**src/rtl/gt_int_bitserial_pkg.sv**
```systemverilog
// Purpose: shared FSM state encoding for the bit-serial signed compare block.
// Latency: n/a (types only).
// Backpressure: n/a (types only).
package gt_int_bitserial_pkg;

  typedef enum logic [1:0] {
    ST_IDLE  = 2'd0,
    ST_SHIFT = 2'd1,
    ST_DONE  = 2'd2
  } state_t;

endpackage

```
**src/rtl/gt_serial_cell.sv**
```systemverilog
// Purpose: one-bit greater-than / equality step, optional bit inversion for the sign bit.
// Latency: combinational.
// Backpressure: none; pure function of its inputs.
module gt_serial_cell (
  input  logic a,
  input  logic b,
  input  logic gt_in,
  input  logic eq_in,
  input  logic inv,
  output logic gt_out,
  output logic eq_out
);

  logic a_x;
  logic b_x;

  // Flipping both sign bits turns the unsigned borrow chain into a signed compare;
  // equality is unaffected because both bits flip together.
  assign a_x    = a ^ inv;
  assign b_x    = b ^ inv;
  assign gt_out = (a_x & ~b_x) | (~(a_x ^ b_x) & gt_in);
  assign eq_out = eq_in & ~(a_x ^ b_x);

endmodule

```
**src/rtl/gt_int_bitserial.sv**
```systemverilog
// Purpose: bit-serial signed A > B and A == B, one bit per clock LSB first.
// Latency: accept at edge t0, out_valid visible after edge t0+WIDTH; one op per WIDTH+2 cycles.
// Backpressure: in_ready only in IDLE; result held in DONE until out_ready, indefinitely.
module gt_int_bitserial
  import gt_int_bitserial_pkg::*;
#(
  parameter  int WIDTH = 16,
  localparam int CNT_W = $clog2(WIDTH + 1)
) (
  input  logic             clk,
  input  logic             rst,
  input  logic             in_valid,
  output logic             in_ready,
  input  logic [WIDTH-1:0] A,
  input  logic [WIDTH-1:0] B,
  output logic             out_valid,
  input  logic             out_ready,
  output logic             Y,
  output logic             Y_eq
);

  state_t             state;
  state_t             state_nxt;
  logic [CNT_W-1:0]   cnt;
  logic [WIDTH-1:0]   sa;
  logic [WIDTH-1:0]   sb;
  logic               gt;
  logic               eq;
  logic               gt_nxt;
  logic               eq_nxt;
  logic               last_bit;

  // The final step handles the sign bit, which the cell inverts.
  assign last_bit = (cnt == CNT_W'(WIDTH - 1));

  gt_serial_cell u_cell (
    .a      (sa[0]),
    .b      (sb[0]),
    .gt_in  (gt),
    .eq_in  (eq),
    .inv    (last_bit),
    .gt_out (gt_nxt),
    .eq_out (eq_nxt)
  );

  // State register.
  always_ff @(posedge clk) begin
    if (rst) begin
      state <= ST_IDLE;
    end else begin
      state <= state_nxt;
    end
  end

  // Next-state and handshake outputs; results are gated so Y/Y_eq read 0 outside DONE.
  always_comb begin
    state_nxt = state;
    in_ready  = 1'b0;
    out_valid = 1'b0;
    case (state)
      ST_IDLE: begin
        in_ready = 1'b1;
        if (in_valid) state_nxt = ST_SHIFT;
      end
      ST_SHIFT: begin
        if (last_bit) state_nxt = ST_DONE;
      end
      ST_DONE: begin
        out_valid = 1'b1;
        if (out_ready) state_nxt = ST_IDLE;
      end
      default: state_nxt = ST_IDLE;
    endcase
  end

  assign Y    = out_valid & gt;
  assign Y_eq = out_valid & eq;

  // Datapath: load operands on accept, then consume one bit pair per cycle.
  always_ff @(posedge clk) begin
    if (rst) begin
      cnt <= '0;
      gt  <= 1'b0;
      eq  <= 1'b1;
      sa  <= '0;
      sb  <= '0;
    end else begin
      case (state)
        ST_IDLE: begin
          if (in_valid) begin
            sa  <= A;
            sb  <= B;
            cnt <= '0;
            gt  <= 1'b0;
            eq  <= 1'b1;
          end
        end
        ST_SHIFT: begin
          gt  <= gt_nxt;
          eq  <= eq_nxt;
          sa  <= sa >> 1;
          sb  <= sb >> 1;
          cnt <= cnt + CNT_W'(1);
        end
        default: begin
        end
      endcase
    end
  end

endmodule

```
**config.mk**
```make
export PLATFORM = sky130hd
export DESIGN_NAME = gt_int_bitserial
export DESIGN_NICKNAME = d
export VERILOG_FILES = /design/src/rtl/gt_int_bitserial_pkg.sv /design/src/rtl/gt_serial_cell.sv /design/src/rtl/gt_int_bitserial.sv
export SDC_FILE = /design/constraint.sdc
export NUM_CORES = 1
export LEC_CHECK = 0
export ABC_AREA = 1
export ABC_CLOCK_PERIOD_IN_PS = 4200
export BUFFER_PORTS_ARGS = -buffer_cell sky130_fd_sc_hd__buf_2
export CAP_MARGIN = 20
export CELL_PAD_IN_SITES_DETAIL_PLACEMENT = 0
export CELL_PAD_IN_SITES_GLOBAL_PLACEMENT = 1
export CORE_UTILIZATION = 40
export CTS_CLUSTER_SIZE = 14
export DETAILED_ROUTE_END_ITERATION = 16
export PLACE_DENSITY_LB_ADDON = 0.1
export SLEW_MARGIN = 5
export SYNTH_ARGS = -nofsm -noshare
export SYNTH_HDL_FRONTEND = slang
export SYNTH_HIERARCHICAL = 1
export SYNTH_SLANG_ARGS = --single-unit
```
**constraint.sdc**
```tcl
create_clock -name clk -period 4.2 [get_ports clk]
set_input_delay 0.63 -clock clk [delete_from_list [all_inputs] [get_ports clk]]
set_output_delay 0.63 -clock clk [all_outputs]
set_load 0.01 [all_outputs]
```
# Yosys cells after proc, flatten, opt, wreduce, memory -nomap -nowiden
# Index checks and enable logic that the tools add are counted.
dict set report op_classes {
  addsub 1
  eq_ne 6
  n_mux 16
  n_bitwise 11
  reduce_logical 4
}
# op count
set ops {}
lappend ops {{$pmux W16 S2} 2}
lappend ops {{$mux W16} 2}
lappend ops {{$pmux W5 S2} 1}
lappend ops {{$mux W2} 3}
lappend ops {{$pmux W2 S3} 1}
lappend ops {{$add A5 B1 Y5 const B} 1}
lappend ops {{$and A1 B1 Y1} 5}
lappend ops {{$eq A5 B4 Y1 const B} 1}
lappend ops {{$mux W5} 1}
lappend ops {{$mux W1} 4}
lappend ops {{$ne A2 B2 Y1 const B} 2}
lappend ops {{$pmux W1 S2} 2}
lappend ops {{$reduce_and A3 Y1} 1}
lappend ops {{$xor A1 B1 Y1} 3}
lappend ops {{$eq A2 B1 Y1 const B} 1}
lappend ops {{$eq A2 B2 Y1 const B} 1}
lappend ops {{$logic_not A2 Y1} 1}
lappend ops {{$ne A2 B1 Y1 const B} 1}
lappend ops {{$not A1 Y1} 2}
lappend ops {{$reduce_and A2 Y1} 1}
lappend ops {{$reduce_bool A2 Y1} 1}
lappend ops {{$or A1 B1 Y1} 1}
dict set report word_totals {
  regBits 41
  inputBits 36
  output_inout_bits 4
  wordCells 44
}

# Depth between registers and ports, before layout
dict set report logic_depth {
  depth_word 7
  mapped_depth 12
  depth_no_buf 12
}

# Hierarchy
# The synthesis kept the hierarchy.
# mod instances cells_per_inst area_each_um2 seq_area_each_um2
set by_module_without_submodules {}
lappend by_module_without_submodules {gt_int_bitserial 1 321 2060.7 820.8}
lappend by_module_without_submodules {gt_serial_cell 1 15 65.1 0.0}

# Worst setup path before layout
# OpenSTA, ideal clock, no wires.
dict set report synth_timing {
  path_kind {reg-to-reg}
  from {reg cnt[0]}
  to {reg eq}
  setup_time_ps 129
  arrival_ps 1593
  t_required_ps 4071
  setup_slack_ps 2478
  stages_incl_launch_ff 13
  n_path_buf 0
  synth_period_minus_slack_ps 1722
  path_cell_list {dfxtp_1 -> ha_1 -> inv_1 -> nor2_1 -> ha_1 -> inv_1 -> nand2_1 -> nand2_1 -> ha_1 -> nand2_1 -> inv_1 -> o21ai_0 -> o211ai_1}
}
dict set report synth_via {
  elab_chain_len 6
  word_cells_on_any_way 7
  classes_between {1 x eq/ne; 1 x mux; 5 x bitwise}
}
# item line_no
set synth_lines {}
lappend synth_lines {{from (decl)} gt_int_bitserial.sv:24} ;# logic [CNT_W-1:0] cnt;
lappend synth_lines {{from (signal assigned)} gt_int_bitserial.sv:103} ;# cnt <= cnt + CNT_W'(1);
lappend synth_lines {{$eq A5 B4 Y1 (*)} gt_int_bitserial.sv:34} ;# assign last_bit = (cnt == CNT_W'(WIDTH - 1));
lappend synth_lines {{named net last_bit} gt_int_bitserial.sv:31} ;# logic last_bit;
lappend synth_lines {{$xor A1 B1 Y1 (on tied branches)} {gt_serial_cell.sv:19, gt_serial_cell.sv:20}}
lappend synth_lines {{$xor A1 B1 Y1 (*)} gt_serial_cell.sv:22} ;# assign eq_out = eq_in & ~(a_x ^ b_x);
lappend synth_lines {{$not A1 Y1 (*)} gt_serial_cell.sv:22}
lappend synth_lines {{$and A1 B1 Y1 (*)} gt_serial_cell.sv:22}
lappend synth_lines {{named net eq_nxt} gt_int_bitserial.sv:30} ;# logic eq_nxt;
lappend synth_lines {{$pmux W1 S2 (*)} gt_int_bitserial.sv:88} ;# case (state)
lappend synth_lines {{to (signal assigned)} gt_int_bitserial.sv:100} ;# eq <= eq_nxt;
lappend synth_lines {{to (decl)} gt_int_bitserial.sv:28} ;# logic eq;
# Mark *: on every way through the listed nets, which the timed path passes. The rest lies on a longest branch.
# A chain may end at the register's enable or synchronous reset.

# Final worst setup path
# Same ends and word-level chain as after synthesis.

==> results.sh <==
export IMPL_status="completed"
export IMPL_worst_ep_required_time_ns=4.37
export IMPL_syn_avg_cell_area_um2=6.33
export IMPL_p_leak_nw=1.17
export IMPL_die_x_um=74.9
export IMPL_nNetsFinal=407
export IMPL_synth_main_ff_cell="dfxtp_1"
export IMPL_fill_cells=570
export IMPL_pin_count=40
export IMPL_drv_cap=0
export IMPL_drc=0
export IMPL_viasPerCell=4.46
export IMPL_grtUsageTotal_pct=18.2
export IMPL_synth_most_common_cell="nand2_1"
export IMPL_rr_startpoint="cnt[0]"
export IMPL_startpoint="cnt[0]"
export IMPL_syn_inst=336
export IMPL_firstDrtPassIters=4
export IMPL_synthMuxAreaShare_pct=0
export IMPL_wl_per_cell_um=10.8
export IMPL_root_buffer="clkbuf_8"
export IMPL_synth_common_cells="nand2_1 (86), nor2_1 (71), nand3_1 (45)"
export IMPL_crit_arrival_ns=2.13
export IMPL_cts_buffer_depth=2
export IMPL_startpoint_type="flip-flop"
export IMPL_yosys_area_top_type="dfxtp_1"
export IMPL_area_growth_pct=14.7
export IMPL_start_util_pct=41.6
export IMPL_critPathCaptureType="flip-flop"
export IMPL_placeableCoreArea_um2=5110
export IMPL_synthAdderAreaFrac_pct=1.77
export IMPL_num_antenna_cells=0
export IMPL_gp_congestion=0.734
export IMPL_drv_slew=0
export IMPL_timing_final_crit_share_pct=46.6
export IMPL_antenna_found_initial=0
export IMPL_grt_max_degree=38
export IMPL_rsz0062_at_grt="false"
export IMPL_multi_input_area_um2=1040
export IMPL_dp_hpwl_mm=2.97
export IMPL_synth_compound_area_share_pct=3.65
export IMPL_clock_fmax_mhz=511
export IMPL_portBuffers=39
export IMPL_synth_edf_count=0
export IMPL_cts_max_level=2
export IMPL_synth_top_family_by_area="simple AND/OR/NAND/NOR gates"
export IMPL_synth_xor_area_share_pct=0
export IMPL_hold_violations=0
export IMPL_clk_pin_slew_ns=0.08
export IMPL_ir_worst_vdd_mv=0.147
export IMPL_synthTopCellsByArea="dfxtp_1 (39%), nand2_1 (15%), nor2_1 (13%), nand3_1 (11%), inv_1 (7.6%)"
export IMPL_synthArstFlopShare_pct=0
export IMPL_cts_resized_gates=0
export IMPL_timing_slew_headroom_pct=45.0
export IMPL_grt_pass1_vias=1672
export IMPL_die_area_um2=5610
export IMPL_clk_latency_ns=0.29
export IMPL_p_per_area_nw_per_um2=364
export IMPL_drt_initial_drc_count=72
export IMPL_synth_cell_area_um2=2130
export IMPL_grt_overflow=0
export IMPL_drive_gt1_share_pct=17.1
export IMPL_hold_start="sb[15]"
export IMPL_cp_max_fo=5
export IMPL_setup_viol=0
export IMPL_cts_sinks=41
export IMPL_wl_mm=4.72
export IMPL_synth_nets=375
export IMPL_fin_crit_ns=1.96
export IMPL_critPathKind="reg2reg"
export IMPL_fin_tns_setup_ns=0
export IMPL_synth_seq_cells=41
export IMPL_placementRows=26
export IMPL_dpl_cell_count=431
export IMPL_fin_cells=439
export IMPL_synthSimpleGateAreaFrac_pct=43.4
export IMPL_drtAntennaViolNets=0
export IMPL_ys_types=21
export IMPL_cts_made_buffers=5
export IMPL_finClkSkew_ns=0.00575
export IMPL_synth_seq_area_share_pct=38.6
export IMPL_yosysWarningCount=6
export IMPL_yosysTopAreaCellShare_pct=38.6
export IMPL_vias=1960
export IMPL_grt_pass1_wl_mm=7.69
export IMPL_cts_setup_buffers=0
export IMPL_cts_tree="done"
export IMPL_worst_pin_slew_ns=0.823
export IMPL_fp_dieH_um=74.9
export IMPL_hp_class="reg2reg"
export IMPL_ctsHoldBuffers=0
export IMPL_seqCellArea_um2=821
-- flip-flops by register name, summed over array words and instances (netlist names) --
register,cells
eq,1
sb,16
cnt,5
sa,16
gt,1
state,2
-- cell families (layout without fill, tap and decap cells) --
family,after synthesis,in the layout
AND/OR/NAND/NOR,216,216
AO/OA/AOI/OAI,15,15
flip-flops,41,41
adder cells (fa/ha/maj),3,3
buffers and inverters,61,94
-- worst paths after layout --
check,to,slack [ns],depth (start not counted)
setup / recovery,eq,2.24,12
hold / removal,sb[15],0.47,2
setup reg to reg,eq,2.24,12
hold reg to reg,sb[15],0.47,2
-- report_power, final --
group | internal (W) | leakage, nW | switching, W
clock network | 0.000194 | 0.0585 | 0.000140
logic | 0.0000472 | 0.775 | 0.0000808
registers | 0.000412 | 0.336 | 0.0000137
total | 0.000653 | 1.17 | 0.000234
-- worst max-delay path, stage by stage, from the launching register on --
cell and delay, ns:
dfxtp_1 0.38, ha_1 0.18, inv_1 0.06, nor2_1 0.13, ha_1 0.26, inv_1 0.08
nand2_1 0.06, nand2_1 0.05, ha_1 0.30, nand2_1 0.06, inv_1 0.03, o21ai_0 0.15
o211ai_1 0.10
-- metal layers --
layer	up-vias	track usage [%]	share of wire (%)
met2	26	28.6	43
met4	0	5.66	1.2
met3	7	4.55	3.3
met1	848	24.5	52
li1	1079	-	-
met5	-	0	0
-- area by class of cell --
| class | instances | area share (%) |
|---|---|---|
| inverter | 46 | 7.08 |
| multi-input combinational | 234 | 42.6 |
| clock inverter | 1 | 1.23 |
| clock buffer | 7 | 3.54 |
| tap | 70 | 3.59 |
| timing repair buffer | 40 | 8.32 |
| sequential | 41 | 33.7 |
-- placed cells by master, fill, tap and decap left out, drive strengths merged --
master	instances
a21oi	9
bufinv	1
clkbuf	7
or2	2
nand3	45
buf	40
clkinv	1
o21ai	5
o211ai	1
dfxtp	41
ha	3
inv	45
nor2	80
nand2	89
-- per-stage QoR --
step	setup slack [ns]	hold slack, ns	util, %	total power (W)	cell area [um^2]
after floorplan	2.48	0.441	-	0.000531	2130
after global placement	2.18	0.453	45.4	0.000563	2320
after detailed placement	2.14	0.461	45.4	0.000565	2320
after CTS	2.23	0.475	47.7	0.000900	2440
after global routing	2.06	0.500	47.7	0.000937	2440
final	2.24	0.475	47.7	0.000887	2440
No activity file was read; power rests on OpenSTA's default activity.
